$ cat src/rtl/uart_tx_frame_pkg.sv
// Shared UART definitions: frame FSM encoding and line-level constants,
// used by both the TX frame serializer and the RX deserializer.
package uart_tx_frame_pkg;

   typedef enum logic [2:0] {
      ST_IDLE   = 3'd0,
      ST_START  = 3'd1,
      ST_DATA   = 3'd2,
      ST_PARITY = 3'd3,
      ST_STOP   = 3'd4
   } uart_state_e;

   localparam logic START_BIT = 1'b0;
   localparam logic STOP_BIT  = 1'b1;
   localparam logic PAR_EVEN  = 1'b0;
   localparam logic PAR_ODD   = 1'b1;

endpackage

$ cat src/rtl/uart_tx_bit_timer.sv
// Per-bit edge counter: counts 0..prescale-1 while running and pulses
// bit_done_o on the last cycle of each bit period.
module uart_tx_bit_timer #(
   parameter int PRESCALE_WIDTH = 6
) (
   input  logic                      CLK,
   input  logic                      RST,
   input  logic                      run_i,
   input  logic [PRESCALE_WIDTH-1:0] prescale_i,
   output logic                      bit_done_o
);

   logic [PRESCALE_WIDTH-1:0] cnt_q;
   logic                      last_w;

   // prescale_i is the latched, non-zero copy, so the subtraction cannot wrap.
   assign last_w     = (cnt_q == (prescale_i - 1'b1));
   assign bit_done_o = run_i & last_w;

   always_ff @(posedge CLK or negedge RST) begin
      if (!RST) begin
         cnt_q <= '0;
      end else if (!run_i || last_w) begin
         cnt_q <= '0;
      end else begin
         cnt_q <= cnt_q + 1'b1;
      end
   end

endmodule

$ cat src/rtl/uart_tx_frame.sv
// UART transmitter: serializes start, data LSB first, optional parity and
// one stop bit, each held for the latched prescale count of CLK cycles.
module uart_tx_frame
   import uart_tx_frame_pkg::*;
#(
   parameter int DATA_WIDTH     = 8,
   parameter int PRESCALE_WIDTH = 6
) (
   input  logic                      CLK,
   input  logic                      RST,
   input  logic [DATA_WIDTH-1:0]     P_DATA,
   input  logic                      DATA_VALID,
   input  logic                      PAR_EN,
   input  logic                      PAR_TYP,
   input  logic [PRESCALE_WIDTH-1:0] prescale,
   output logic                      TX_OUT,
   output logic                      busy,
   output uart_state_e               state_o
);

   localparam int BIT_CNT_W = (DATA_WIDTH > 1) ? $clog2(DATA_WIDTH) : 1;
   localparam logic [BIT_CNT_W-1:0] LAST_BIT = BIT_CNT_W'(DATA_WIDTH - 1);

   uart_state_e               state_q;
   logic [DATA_WIDTH-1:0]     data_q;
   logic                      par_en_q;
   logic                      par_bit_q;
   logic [PRESCALE_WIDTH-1:0] presc_q;
   logic [BIT_CNT_W-1:0]      bit_cnt_q;
   logic [BIT_CNT_W-1:0]      bit_cnt_d;
   logic                      tx_q;
   logic                      busy_q;
   logic                      bit_done;

   assign bit_cnt_d = bit_cnt_q + 1'b1;

   uart_tx_bit_timer #(
      .PRESCALE_WIDTH (PRESCALE_WIDTH)
   ) u_bit_timer (
      .CLK        (CLK),
      .RST        (RST),
      .run_i      (busy_q),
      .prescale_i (presc_q),
      .bit_done_o (bit_done)
   );

   // Outputs come straight from flops so the pad never sees decode glitches.
   always_ff @(posedge CLK or negedge RST) begin
      if (!RST) begin
         state_q   <= ST_IDLE;
         data_q    <= '0;
         par_en_q  <= 1'b0;
         par_bit_q <= 1'b0;
         presc_q   <= PRESCALE_WIDTH'(1);
         bit_cnt_q <= '0;
         tx_q      <= STOP_BIT;
         busy_q    <= 1'b0;
      end else begin
         case (state_q)
            ST_IDLE: begin
               tx_q   <= STOP_BIT;
               busy_q <= 1'b0;
               if (DATA_VALID) begin
                  data_q    <= P_DATA;
                  par_en_q  <= PAR_EN;
                  par_bit_q <= (PAR_TYP == PAR_ODD) ? ~^P_DATA : ^P_DATA;
                  presc_q   <= (prescale == '0) ? PRESCALE_WIDTH'(1) : prescale;
                  bit_cnt_q <= '0;
                  tx_q      <= START_BIT;
                  busy_q    <= 1'b1;
                  state_q   <= ST_START;
               end
            end
            ST_START: begin
               if (bit_done) begin
                  tx_q    <= data_q[0];
                  state_q <= ST_DATA;
               end
            end
            ST_DATA: begin
               if (bit_done) begin
                  if (bit_cnt_q == LAST_BIT) begin
                     if (par_en_q) begin
                        tx_q    <= par_bit_q;
                        state_q <= ST_PARITY;
                     end else begin
                        tx_q    <= STOP_BIT;
                        state_q <= ST_STOP;
                     end
                  end else begin
                     bit_cnt_q <= bit_cnt_d;
                     tx_q      <= data_q[bit_cnt_d];
                  end
               end
            end
            ST_PARITY: begin
               if (bit_done) begin
                  tx_q    <= STOP_BIT;
                  state_q <= ST_STOP;
               end
            end
            ST_STOP: begin
               if (bit_done) begin
                  tx_q    <= STOP_BIT;
                  busy_q  <= 1'b0;
                  state_q <= ST_IDLE;
               end
            end
            default: begin
               tx_q    <= STOP_BIT;
               busy_q  <= 1'b0;
               state_q <= ST_IDLE;
            end
         endcase
      end
   end

   assign TX_OUT  = tx_q;
   assign busy    = busy_q;
   assign state_o = state_q;

endmodule

$ cat config.mk
export PLATFORM = sky130hd
export DESIGN_NAME = uart_tx_frame
export DESIGN_NICKNAME = d
export VERILOG_FILES = /design/src/rtl/uart_tx_frame_pkg.sv /design/src/rtl/uart_tx_bit_timer.sv /design/src/rtl/uart_tx_frame.sv
export SDC_FILE = /design/constraint.sdc
export NUM_CORES = 1
export LEC_CHECK = 0
export BUFFER_PORTS_ARGS = -buffer_cell sky130_fd_sc_hd__buf_2
export CORE_MARGIN = 2
export CORE_UTILIZATION = 50
export CTS_CLUSTER_DIAMETER = 60
export DETAILED_ROUTE_END_ITERATION = 8
export PLACE_DENSITY_LB_ADDON = 0.2
export REMOVE_ABC_BUFFERS = 1
export SLEW_MARGIN = 20
export SYNTH_ARGS = -nofsm -noshare
export SYNTH_HDL_FRONTEND = slang
export SYNTH_SLANG_ARGS = --single-unit
$ cat constraint.sdc
create_clock -name CLK -period 1.97 [get_ports CLK]
set_input_delay 0.0985 -clock CLK [delete_from_list [all_inputs] [get_ports CLK]]
set_output_delay 0.0985 -clock CLK [all_outputs]
set_load 0.05 [all_outputs]
### After elaboration in Yosys (flattened, before gate mapping)

Cells that the tools add are included.

* output and inout port bits: 5
* input bits: 19
* memories kept: 0
* register bits after elaboration: 30
* logic and storage cells: 70
* memory bits (writable): 0
* ROM bits: 0
* latch bits: 0

* reduce and logical (&&, ||, !) cells: 14
* add/subtract/negate cells: 3
* magnitude comparators: 1
* multiplexer cells: 27
* shifts and indexed selects: 0
* divide/modulo/power cells: 0
* bitwise operators: 2
* multipliers: 0
* eq/ne operators: 14

Operator list (count)
* 3-bit 2-to-1 mux: 10
* 3-bit case mux with 5 select lines: 1
* 2-bit inequality test, second input constant: 7
* 6-bit 2-to-1 mux: 2
* 1-bit 2-to-1 mux: 10
* 8-bit XNOR reduction: 1
* 8-bit parity: 1
* 6-bit by 1-bit adder with 6-bit output, second input constant: 1
* 3-bit by 2-bit equality test with 1-bit output, second input constant: 2
* 3-bit equality test, second input constant: 2
* 6-bit equality test: 1
* 6-bit zero test: 1
* 3-bit case mux with 2 select lines: 1
* 6-bit AND reduction: 1
* 6-bit by 1-bit subtractor with 6-bit output, second input constant: 1
* 3-bit by 4-bit less-than comparator with 1-bit output, second input constant: 1
* 1-bit case mux with 4 select lines: 1
* 2-bit AND reduction: 2
* 4-bit AND reduction: 1
* 3-bit by 1-bit adder with 3-bit output, second input constant: 1
* 1-bit binary-select mux with 3-bit select: 1
* 3-bit by 1-bit equality test with 1-bit output, second input constant: 1
* 3-bit zero test: 1
* 1-bit case mux with 3 select lines: 1
* other kinds (9): 9

### Longest topological paths before layout

Gate-level depths: netlist (run 1).

* depth in word-level cells: 6
* gate-level depth with buffers: 9
* depth with buffers taken out: 8

### By module

A second synthesis (run 1) with hierarchy kept.

* cell total of the unflattened synthesis: 149
* area, all modules: 1759.2 um2

By module, submodules not included
* uart_tx_frame: instances 1, sequential area each 603.1 um2, area each 1303.8 um2, cells each 102
* uart_tx_bit_timer: instances 1, sequential area each 150.1 um2, area each 455.4 um2, cells each 47

### Worst setup path after synthesis (run 1)

No wires, ideal clock.

* path type: reg-to-reg
* start point: register presc_q[0]
* end point: register state_q[1] (netlist: state_o[1])
* setup slack: -0.173 ns
* arrival time: 2.022 ns
* clock period less this slack: 2.143 ns
* required time: 1.848 ns
* path buffers: 0
* stages on the path, launching flop included: 9
* library setup time: 0.122 ns
* cells stage by stage: dfstp_2 -> inv_1 -> ha_1 -> nor2b_1 -> or3_1 -> a31oi_1 -> and3_4 -> o21ai_1 -> a32o_1

* longest elaborated chain between the ends: 5
* elaborated cells on any way between the ends: 8
* those cells by class: add/sub: 1; eq/ne: 5; bitwise: 1; reduce/logical: 1

Ends and longest elaborated chain
* from (decl): RTL line uart_tx_frame.sv:28 `logic [PRESCALE_WIDTH-1:0] presc_q;`
* from (signal assigned): RTL line uart_tx_frame.sv:67 `presc_q <= (prescale == '0) ? PRESCALE_WIDTH'(1) : prescale;`
* 6-bit by 1-bit subtractor with 6-bit output *: RTL line uart_tx_bit_timer.sv:17 `assign last_w = (cnt_q == (prescale_i - 1'b1));`
* 6-bit equality test *: RTL line uart_tx_bit_timer.sv:17
* 1-bit bitwise AND *: RTL line uart_tx_bit_timer.sv:18 `assign bit_done_o = run_i & last_w;`
* 2-bit inequality test (no source line)
* 6-bit AND reduction (no source line) *
* to (signal assigned): RTL line uart_tx_frame.sv:50 `state_q <= ST_IDLE;`
* to (signal assigned): RTL line uart_tx_frame.sv:71 `state_q <= ST_START;`
* to (signal assigned): RTL line uart_tx_frame.sv:77 `state_q <= ST_DATA;`
* to (decl): RTL line uart_tx_frame.sv:24 `uart_state_e state_q;`

Every way passes the cells marked *; elsewhere a longest branch is shown, timed or not.
A chain may end at the register's enable or synchronous reset.

### Worst setup path after layout (run 1)

* start point: register presc_q[0]
* end point: register state_q[0] (netlist: state_o[0])

Same word-level chain as after synthesis.

==> results of run 1 <==
==> through the flow <==
step | util | instance area (µm²) | setup slack (ns)
final | 0.689 | 2140 | -0.0838
after global routing | 0.689 | 2140 | -0.249
after CTS | 0.685 | 2120 | -0.0778
after detailed placement | 0.600 | 1860 | -0.222
after global placement | 0.600 | 1860 | -0.131
after floorplan | - | 1620 | -0.250
==> sequential cells by signal (all words and copies together), names as in the netlist <==
| name | cells |
|---|---|
| par_en_q | 1 |
| par_bit_q | 1 |
| busy | 1 |
| bit_cnt_q | 3 |
| state_o | 3 |
| data_q | 8 |
| u_bit_timer.cnt_q | 6 |
| TX_OUT | 1 |
| presc_q | 6 |
==> layout by cell type, fill, tap and decap left out, types with 2 or more instances in the layout <==
cell type      netlist  routed
nand2_1             53      52
dfrtp_1             28      28
buf_2                0      23
xnor2_1             15      15
dlygate4sd3_1        0      15
nor2_1              13      13
buf_4                0      12
o21ai_0              7       7
xor2_1               5       5
clkbuf_4             0       5
nand4_1              4       4
nand3_1              3       3
and3_1               3       3
inv_1                5       3
a21oi_1              3       3
o211ai_1             3       3
ha_1                 4       3
dfstp_2              2       2
inv_2                0       2
nor3_1               2       2
mux4_1               2       2
==> kinds of logic (layout without fill, tap and decap cells) <==
logic type | count (synthesis) | after routing | synth area share
muxes | 3 | 3 | 0.0387
adders and majority gates | 4 | 4 | 0.0304
buffers and inverters | 9 | 64 | 0.0296
xor gates and xnor gates | 20 | 20 | 0.106
and+or+nand+nor | 87 | 87 | 0.239
DFF | 30 | 30 | 0.457
AOI/OAI and AO/OA | 22 | 22 | 0.0987
==> critical path: cells and delay by family (launching register included) <==
kind | cells | cell delay [ns]
AND/OR/NAND/NOR | 4 | 0.80
flip-flops | 1 | 0.55
AO/OA/AOI/OAI | 2 | 0.41
adder cells (fa/ha/maj) | 1 | 0.15
buffers and inverters | 1 | 0.05
==> worst paths after layout <==
path | endpoint | cells past startpoint
max in group asynchronous | state_o[0] | 2
min | presc_q[0] | 3
min reg2reg | data_q[6] | 2
max reg2reg | state_o[0] | 8
min in group asynchronous | par_bit_q | 2
max | state_o[0] | 8
==> timing repair <==
action / CTS / global route
buffers inserted: 3 / 0
endpoints found under the hold margin: 42 / 0
pin swaps: 14 / 7
resized for setup: 7 / 3
hold buffers: 15 / 0
setup endpoints to repair: 13 / 14
==> report_power, final <==
group | leakage (nW) | internal (mW) | switching, mW
combinational | 0.579 | 0.600 | 0.598
sequential | 0.379 | 0.853 | 0.221
clock | 0.0353 | 0.173 | 0.218
==> metal layers <==
layer	track usage	vias up	wire length [µm]
li1	-	708	-
met1	0.286	705	1600
met2	0.426	48	1910
met3	0.0651	5	210
met4	0.0638	0	46
met5	0	-	0
==> cell type report <==
type                            instances  area share
Clock buffer                            7      0.0257
Clock inverter                          1     0.00234
Inverter                                5     0.00878
Multi-Input combinational cell        136       0.414
Sequential cell                        30       0.352
Tap cell                               44      0.0257
Timing Repair Buffer                   51       0.171
==> results.sh, run 1 <==
export IMPL_status="finished with violations"
export IMPL_violations="setup timing"
export IMPL_setup_tns_ns=-0.390
export IMPL_synth_common_cells="nand2_1, dfrtp_1, xnor2_1, nor2_1, o21ai_0"
export IMPL_cellLeakagePower_nw=0.994
export IMPL_core_um2=3100
export IMPL_wl_per_cell_um=13.7
export IMPL_yosys_top_cells_area="dfrtp_1, nand2_1, xnor2_1"
export IMPL_ys_types=35
export IMPL_critPathKind="register to register"
export IMPL_clkTransAtPathRegs_ns=0.09
export IMPL_diodes=0
export IMPL_fillCellCount=259
export IMPL_fin_ws_ns=-0.0838
export IMPL_worst_ep_required_time_ns=2.22
export IMPL_overflow=0
export IMPL_cts_made_buffers=5
export IMPL_setup_viol=7
export IMPL_drv_slew=0
export IMPL_worstSetupEndpointType="register"
export IMPL_via_per_inst=5.35
export IMPL_skew_ns=0.00699
export IMPL_cp_arrival_ns=2.30
export IMPL_grt_pass1_wl_um=6490
export IMPL_ant_nets=0
export IMPL_hold_violations=0
export IMPL_finalPower_mw=2.66
export IMPL_grt_pass1_vias=1479
export IMPL_drc=0
export IMPL_worst_slew_pin_slew_ns=0.673
export IMPL_cp_startpoint="presc_q[0]"
export IMPL_fin_crit_sh=1.04
export IMPL_maxCapViolCount=0
export IMPL_cts_sinks=30
export IMPL_min_period_ns=2.05
export IMPL_whs_ns=0.0171
export IMPL_r2r_slack_ns=-0.08
export IMPL_startpoint_type="register"
export IMPL_io_buffers=23
export IMPL_r2r_start="presc_q[0]"
export IMPL_grt_start_max_net_pins=31
export IMPL_ys_warn_count=0
export IMPL_clock_latency_ns=0.34
export IMPL_cp_cell_sequence="inv_2 -> ha_4 -> nor2b_4 -> or3_1 -> a31oi_2 -> and3_4 -> nand4_1 -> a221oi_2"
export IMPL_cts_root_buf="clkbuf_4"
export IMPL_dp_cells=248
export IMPL_die_h_um=61.4
export IMPL_synth_edff_count=0
export IMPL_fin_cells=274
export IMPL_syn_area_um2=1650
export IMPL_worst_path_max_delay_cell="dfstp_2"
export IMPL_yosys_register_bits=30
export IMPL_synth_top_area_cell="dfrtp_1"
export IMPL_max_vdd_ir_drop_uv=587
export IMPL_rsz0062_at_grt="yes"
export IMPL_synth_seq_area_share=0.457
export IMPL_firstDrtPassIters=4
export IMPL_area_growth_pct=29.8
export IMPL_totalWireLength_um=3760
export IMPL_synth_cells=175
export IMPL_hold_path_class="input port to register"
export IMPL_p_per_area_nw_per_um2=1250
export IMPL_gp_congestion=0.859
export IMPL_cts_tree="yes"
export IMPL_syn_mean_instance_area_um2=9.42
export IMPL_max_freq_mhz=487
export IMPL_worstHoldStart="prescale[0]"
export IMPL_async_reset_ff_frac=1.00
export IMPL_num_vias=1466
export IMPL_synth_top_area_share=0.425
export IMPL_die_w_um=61.4
export IMPL_max_stage_delay_ns=0.55
export IMPL_clockBufferDepth=2
export IMPL_regArea_um2=753
export IMPL_hpwl_um=2490
export IMPL_fin_nets=252
export IMPL_multiInputGateArea_um2=885
export IMPL_grt_usage=0.239
export IMPL_first_iter_violations=64
export IMPL_yosysMostFrequentCell="nand2_1"
export IMPL_ios=24
export IMPL_fp_row_count=20
export IMPL_slew_headroom=0.551
export IMPL_antenna_found_initial=0
export IMPL_path_max_fanout=6
export IMPL_dieArea_um2=3770
export IMPL_drive_gt1_frac=0.265
export IMPL_cts_htree_levels=2
export IMPL_start_util=0.531
export IMPL_synth_ff_type="dfrtp_1"
(Power assumes the default switching activity.)
==> run 2, diff against run 1 <==
- BUFFER_PORTS_ARGS: -buffer_cell sky130_fd_sc_hd__buf_2 -> -buffer_cell sky130_fd_sc_hd__buf_4
==> run 2 against run 1 <==
Against the previous run:
- the flow still finishes with violations (setup timing)
- register-to-register slack hardly changed
- first-iteration DRC count is 30% higher
- via count is 1.6% lower
- die area stayed put
- combinational power is 5% higher
- sequential cell count stayed put
- clock skew hardly changed
- final area is 3.2% higher
- critical path type unchanged
- largest cell class unchanged
- largest power group unchanged
- highest routed layer unchanged
==> results.sh, run 2 (same netlist as run 1, synthesis figures left out) <==
export IMPL_status="finished with violations"
export IMPL_violations="setup timing"
export IMPL_clock_latency_ns=0.33
export IMPL_path_max_fanout=7
export IMPL_startpoint_type="register"
export IMPL_place_ws_ns=-0.254
export IMPL_finalPower_mw=2.71
export IMPL_clockBufferDepth=2
export IMPL_die_h_um=61.4
export IMPL_p_per_area_nw_per_um2=1230
export IMPL_fin_ws_ns=-0.0981
export IMPL_cts_root_buf="clkbuf_4"
export IMPL_worstSetupEndpointType="register"
export IMPL_grt_start_max_net_pins=31
export IMPL_skew_ns=0.00691
export IMPL_whs_ns=0.00969
export IMPL_multiInputGateArea_um2=902
export IMPL_layout_common_cells="nand2_1, buf_4, dfrtp_1"
export IMPL_cts_made_buffers=5
export IMPL_regArea_um2=753
export IMPL_grt_pass1_vias=1391
export IMPL_rsz0062_at_grt="yes"
export IMPL_overflow=0
export IMPL_fin_cells=273
export IMPL_ant_nets=0
export IMPL_critPathKind="register to register"
export IMPL_cts_sinks=30
export IMPL_fillCellCount=246
export IMPL_grt_pass1_wl_um=6020
export IMPL_antenna_found_initial=0
export IMPL_num_vias=1443
export IMPL_firstDrtPassIters=4
export IMPL_area_growth_pct=33.9
export IMPL_hpwl_um=2460
export IMPL_max_freq_mhz=484
export IMPL_worst_ep_required_time_ns=2.21
export IMPL_clkTransAtPathRegs_ns=0.09
export IMPL_first_iter_violations=83
export IMPL_max_stage_delay_ns=0.55
export IMPL_cp_arrival_ns=2.31
export IMPL_max_vdd_ir_drop_uv=648
export IMPL_reg_top3="data_q: 8 flops, presc_q: 6 flops, u_bit_timer.cnt_q: 6 flops"
export IMPL_fin_util=0.711
export IMPL_fp_row_count=20
export IMPL_maxCapViolCount=0
export IMPL_grt_usage=0.224
export IMPL_registers_top_by_ff_count="data_q"
export IMPL_via_per_inst=5.29
export IMPL_min_period_ns=2.07
export IMPL_gp_congestion=0.831
export IMPL_fin_crit_sh=1.05
export IMPL_drc=0
export IMPL_setup_viol=7
export IMPL_ios=24
export IMPL_worst_slew_pin_slew_ns=0.374
export IMPL_wl_per_cell_um=13.1
export IMPL_dieArea_um2=3770
export IMPL_worst_path_max_delay_cell="dfstp_2"
export IMPL_start_util=0.531
export IMPL_cts_tree="yes"
export IMPL_hold_path_class="input port to register"
export IMPL_totalWireLength_um=3590
export IMPL_hold_violations=0
export IMPL_cts_htree_levels=2
export IMPL_fin_nets=251
export IMPL_drive_gt1_frac=0.275
export IMPL_drv_slew=0
export IMPL_slew_headroom=0.751
export IMPL_cp_cell_sequence="inv_2 -> ha_4 -> nor2b_4 -> or3_4 -> a31oi_4 -> and3_4 -> buf_6 -> nand4b_1 -> o211ai_1"
export IMPL_cellLeakagePower_nw=1.01
export IMPL_dp_cells=248
export IMPL_die_w_um=61.4
export IMPL_core_um2=3100
export IMPL_diodes=0
export IMPL_final_common_cell="nand2_1"
export IMPL_io_buffers=23
export IMPL_largest_reg_flops=8
-- run 2: cell type report --
| class | count | area share |
|---|---|---|
| repair buffers | 50 | 0.189 |
| clock buffers | 7 | 0.0250 |
| well taps | 44 | 0.0250 |
| multi-input cells | 136 | 0.409 |
| clock inverters | 1 | 0.00227 |
| inverters | 5 | 0.00851 |
| flip-flops and latches | 30 | 0.341 |
-- run 2: per-layer routing --
| layer | global-route usage | share of wire | wire length, µm | vias up |
|---|---|---|---|---|
| met2 | 0.375 | 0.49 | 1760 | 51 |
| li1 | - | - | - | 707 |
| met3 | 0.0630 | 0.045 | 162 | 9 |
| met5 | 0 | 0 | 0 | - |
| met4 | 0.0729 | 0.022 | 78 | 0 |
| met1 | 0.281 | 0.44 | 1590 | 676 |
-- run 2: path summary, 6_finish.rpt --
path / start / endpoint / slack, ns / cells past startpoint
max in group asynchronous: RST / presc_q[0] / 1.43 / 2
min in group asynchronous: RST / busy / 0.22 / 2
min: prescale[0] / presc_q[0] / 0.01 / 3
max reg2reg: presc_q[0] / bit_cnt_q[0] / -0.1 / 9
min reg2reg: data_q[6] / data_q[6] / 0.48 / 2
max: presc_q[0] / bit_cnt_q[0] / -0.1 / 9
-- run 2: repair_timing --
item                                    in CTS  in global routing
resized for setup                            7                  9
endpoints found under the setup margin      13                 14
hold endpoints to repair                    44                  0
pin swaps                                   10                  5
buffers inserted                             1                  1
hold buffers                                15                  0
-- run 2: power breakdown --
group | leakage, nW | internal (mW) | switching [mW]
clock | 0.0353 | 0.173 | 0.212
combinational | 0.593 | 0.645 | 0.615
sequential | 0.379 | 0.853 | 0.216
-- run 2: per-stage QoR --
| stage | area, µm² | setup TNS (ns) |
|---|---|---|
| 2_1_floorplan | 1620 | -0.834 |
| 3_3_place_gp | 1920 | -0.669 |
| 3_5_place_dp | 1920 | -1.81 |
| 4_1_cts | 2170 | -0.456 |
| 5_1_grt | 2210 | -1.70 |
| 6_report | 2210 | -0.471 |
-- run 2: worst max-delay path, delay by kind of cell (launching register included) --
family                     cells  cell delay, ns
adders and majority gates      1            0.15
DFF                            1            0.55
and+or+nand+nor                4            0.79
buffers and inverters          2            0.18
AOI/OAI and AO/OA              2            0.31
==> run 3, diff against run 2 <==
- CTS_BUF_LIST: not set -> sky130_fd_sc_hd__clkbuf_4
- SYNTH_HIERARCHICAL: not set -> 1
==> run 3 against run 2 <==
Against the previous run:
- the flow still finishes with violations (setup timing)
- die area grew 6.3%
- core utilization shrank 2.9 points
- total power decreased by 61%
- via count down 7.9%
- area after synthesis rose by 6.8%
- synthesized cell count decreased by 15%
- setup slack lost 0.28 ns
- final area up 3.9%
- highest routed layer unchanged
- clock-buffer cell count is 1 lower
- combinational power is 93% lower
- first-iteration DRC count is 60% lower
- clock skew increased by 0.0070 ns
==> results.sh, run 3 <==
export IMPL_syn_area_um2=1760
export IMPL_worstSetupEndpointType="register"
export IMPL_fin_nets=224
export IMPL_final_common_cell="buf_4"
export IMPL_drc=0
export IMPL_cts_sinks=30
export IMPL_wl_per_cell_um=15.1
export IMPL_die_h_um=63.3
export IMPL_grt_pass1_vias=1439
export IMPL_path_max_fanout=4
export IMPL_grt_pass1_wl_um=6620
export IMPL_p_per_area_nw_per_um2=461
export IMPL_skew_ns=0.0139
export IMPL_drv_slew=0
export IMPL_ant_nets=0
export IMPL_setup_tns_ns=-2.62
export IMPL_layout_common_cells="buf_4, dfrtp_1, mux2_4"
export IMPL_hpwl_um=2790
export IMPL_via_per_inst=5.36
export IMPL_clock_latency_ns=0.32
export IMPL_p_sw_mw=0.240
export IMPL_worstHoldStart="prescale[3]"
export IMPL_async_reset_ff_frac=1.00
export IMPL_antenna_found_initial=0
export IMPL_fin_ws_ns=-0.381
export IMPL_diodes=0
export IMPL_violations="setup timing"
export IMPL_synth_ff_type="dfrtp_1"
export IMPL_yosys_top_cells_area="dfrtp_1, mux2_4, mux2_2"
export IMPL_hold_violations=0
export IMPL_muxShareOfSynthArea=0.179
export IMPL_yosys_register_bits=30
export IMPL_io_buffers=23
export IMPL_overflow=0
export IMPL_ys_types=40
export IMPL_synth_cells=149
export IMPL_dp_cells=231
export IMPL_fin_crit_sh=1.19
export IMPL_r2r_start="presc_q[2]"
export IMPL_cts_root_buf="clkbuf_4"
export IMPL_num_vias=1329
export IMPL_clockBufferDepth=2
export IMPL_fin_cells=248
export IMPL_synth_edff_count=0
export IMPL_area_growth_pct=30.3
export IMPL_slew_headroom=0.675
export IMPL_fp_row_count=21
export IMPL_cp_arrival_ns=2.55
export IMPL_core_um2=3360
export IMPL_synth_seq_area_share=0.428
export IMPL_switching_share=0.227
export IMPL_sequentialPowerShare=0.582
export IMPL_cp_startpoint="presc_q[2]"
export IMPL_power_share_clock=0.332
export IMPL_start_util=0.523
export IMPL_cellLeakagePower_nw=1.08
export IMPL_synth_compound_area_frac=0.119
export IMPL_synthSimpleGateAreaFrac=0.115
export IMPL_ys_warn_count=6
export IMPL_firstDrtPassIters=4
export IMPL_totalWireLength_um=3750
export IMPL_combPwrFrac=0.086
export IMPL_first_iter_violations=33
export IMPL_critPathKind="register to register"
export IMPL_synth_common_cells="dfrtp_1, mux2_2, xnor2_1, mux2_4, nor2_1"
export IMPL_syn_mean_instance_area_um2=11.8
export IMPL_setup_viol=8
export IMPL_maxCapViolCount=0
export IMPL_hold_path_class="input port to register"
export IMPL_synth_top_area_share=0.398
export IMPL_max_vdd_ir_drop_uv=351
export IMPL_reg_top3="data_q: 8 flops, presc_q: 6 flops, u_bit_timer/cnt_q: 6 flops"
export IMPL_synth_adder_area_share=0.0284
export IMPL_cts_tree="yes"
export IMPL_synth_top_area_cell="dfrtp_1"
export IMPL_synth_top_family_by_area="multiplexers"
export IMPL_largest_reg_flops=8
export IMPL_gp_congestion=0.859
export IMPL_cts_made_buffers=5
export IMPL_status="finished with violations"
export IMPL_yosysMostFrequentCell="dfrtp_1"
export IMPL_worst_ep_required_time_ns=2.17
export IMPL_min_period_ns=2.35
export IMPL_die_w_um=63.3
export IMPL_startpoint_type="register"
export IMPL_clkTransAtPathRegs_ns=0.10
export IMPL_synth_xor_area_frac=0.0974
export IMPL_ios=24
export IMPL_grt_usage=0.212
export IMPL_drive_gt1_frac=0.426
export IMPL_p_int_mw=0.817
export IMPL_dieArea_um2=4010
export IMPL_max_freq_mhz=425
export IMPL_cts_htree_levels=2
export IMPL_rsz0062_at_grt="yes"
export IMPL_registers_top_by_ff_count="data_q"
export IMPL_worst_slew_pin_slew_ns=0.484
export IMPL_grt_start_max_net_pins=31
==> run 3: cell types whose count changed after synthesis, moves of 5 or more <==
cell,previous run,this run
a211oi_1,0,6
mux2_2,1,10
mux2_4,0,8
nand2_1,53,6
nor2_1,13,8
o21ai_0,7,1
xnor2_1,15,10
==> run 3: per-stage QoR <==
step	hold WS, ns	util	setup WS (ns)	instance area (µm²)	total power [mW]
after global routing	0.00407	0.682	-0.451	2290	1.12
after floorplan	-0.197	-	-0.727	1720	0.660
after CTS	0.000303	0.667	-0.433	2240	1.07
final	0.0267	0.682	-0.381	2290	1.06
after detailed placement	0.0498	0.624	-0.560	2100	0.710
after global placement	0.0478	0.624	-0.455	2100	0.707
==> run 3: area by class of cell <==
| class | instances | area [µm²] |
|---|---|---|
| fill | 287 | 1070 |
| inverter | 5 | 18.8 |
| clock inverter | 2 | 8.76 |
| tap | 46 | 57.6 |
| timing repair buffer | 50 | 407 |
| sequential | 30 | 753 |
| multi-input combinational | 109 | 1000 |
| clock buffer | 6 | 45.0 |
==> run 3: final timing paths <==
| check | endpoint | slack (ns) | depth (start not counted) |
|---|---|---|---|
| min in group asynchronous | u_bit_timer/cnt_q[2] | 0.23 | 2 |
| worst max-delay path | bit_cnt_q[0] | -0.38 | 9 |
| worst min register to register | par_bit_q | 0.52 | 1 |
| worst max register to register | bit_cnt_q[0] | -0.38 | 9 |
| worst min-delay path | presc_q[3] | 0.03 | 2 |
| max in group asynchronous | presc_q[0] | 1.41 | 2 |
==> run 3: logic make-up (layout without fill, tap and decap cells) <==
logic type / count (synthesis) / after routing
compound gates: 27 / 27
xor+xnor: 18 / 18
fa+ha+maj: 4 / 4
flops: 30 / 30
buf+inv: 10 / 63
mux: 23 / 23
simple gates: 37 / 37
==> run 3: worst max-delay path, stage by stage, from the launching register on <==
cell	delay, ns
dfrtp_1	0.43
buf_4	0.15
nor3_2	0.19
nand3_1	0.15
a2111oi_4	0.38
and3_4	0.26
a31oi_2	0.09
nor3_2	0.13
buf_4	0.16
mux2_4	0.29
==> run 3: power by group through the flow <==
| stage | combinational [mW] | clock (mW) | sequential, mW |
|---|---|---|---|
| detailed placement | 0.0825 | 0 | 0.627 |
| global placement | 0.0795 | 0 | 0.627 |
| CTS | 0.0872 | 0.369 | 0.616 |
| global route | 0.0978 | 0.407 | 0.616 |
| floorplan | 0.0321 | 0 | 0.628 |
| finish | 0.0907 | 0.351 | 0.615 |
==> run 3: timing repair <==
item	in CTS	in global routing
gates resized for setup	9	3
endpoints found under the hold margin	32	3
endpoints found under the setup margin	8	8
pin swaps	7	2
hold buffers	3	3
buffers inserted	2	1
==> run 3: layer usage <==
layer / part of all wire / wire [µm] / GRT usage
met1: 0.40 / 1490 / 0.245
met2: 0.57 / 2140 / 0.388
met3: 0.021 / 79 / 0.0411
met4: 0.0099 / 37 / 0.0788
met5: 0 / 0 / 0
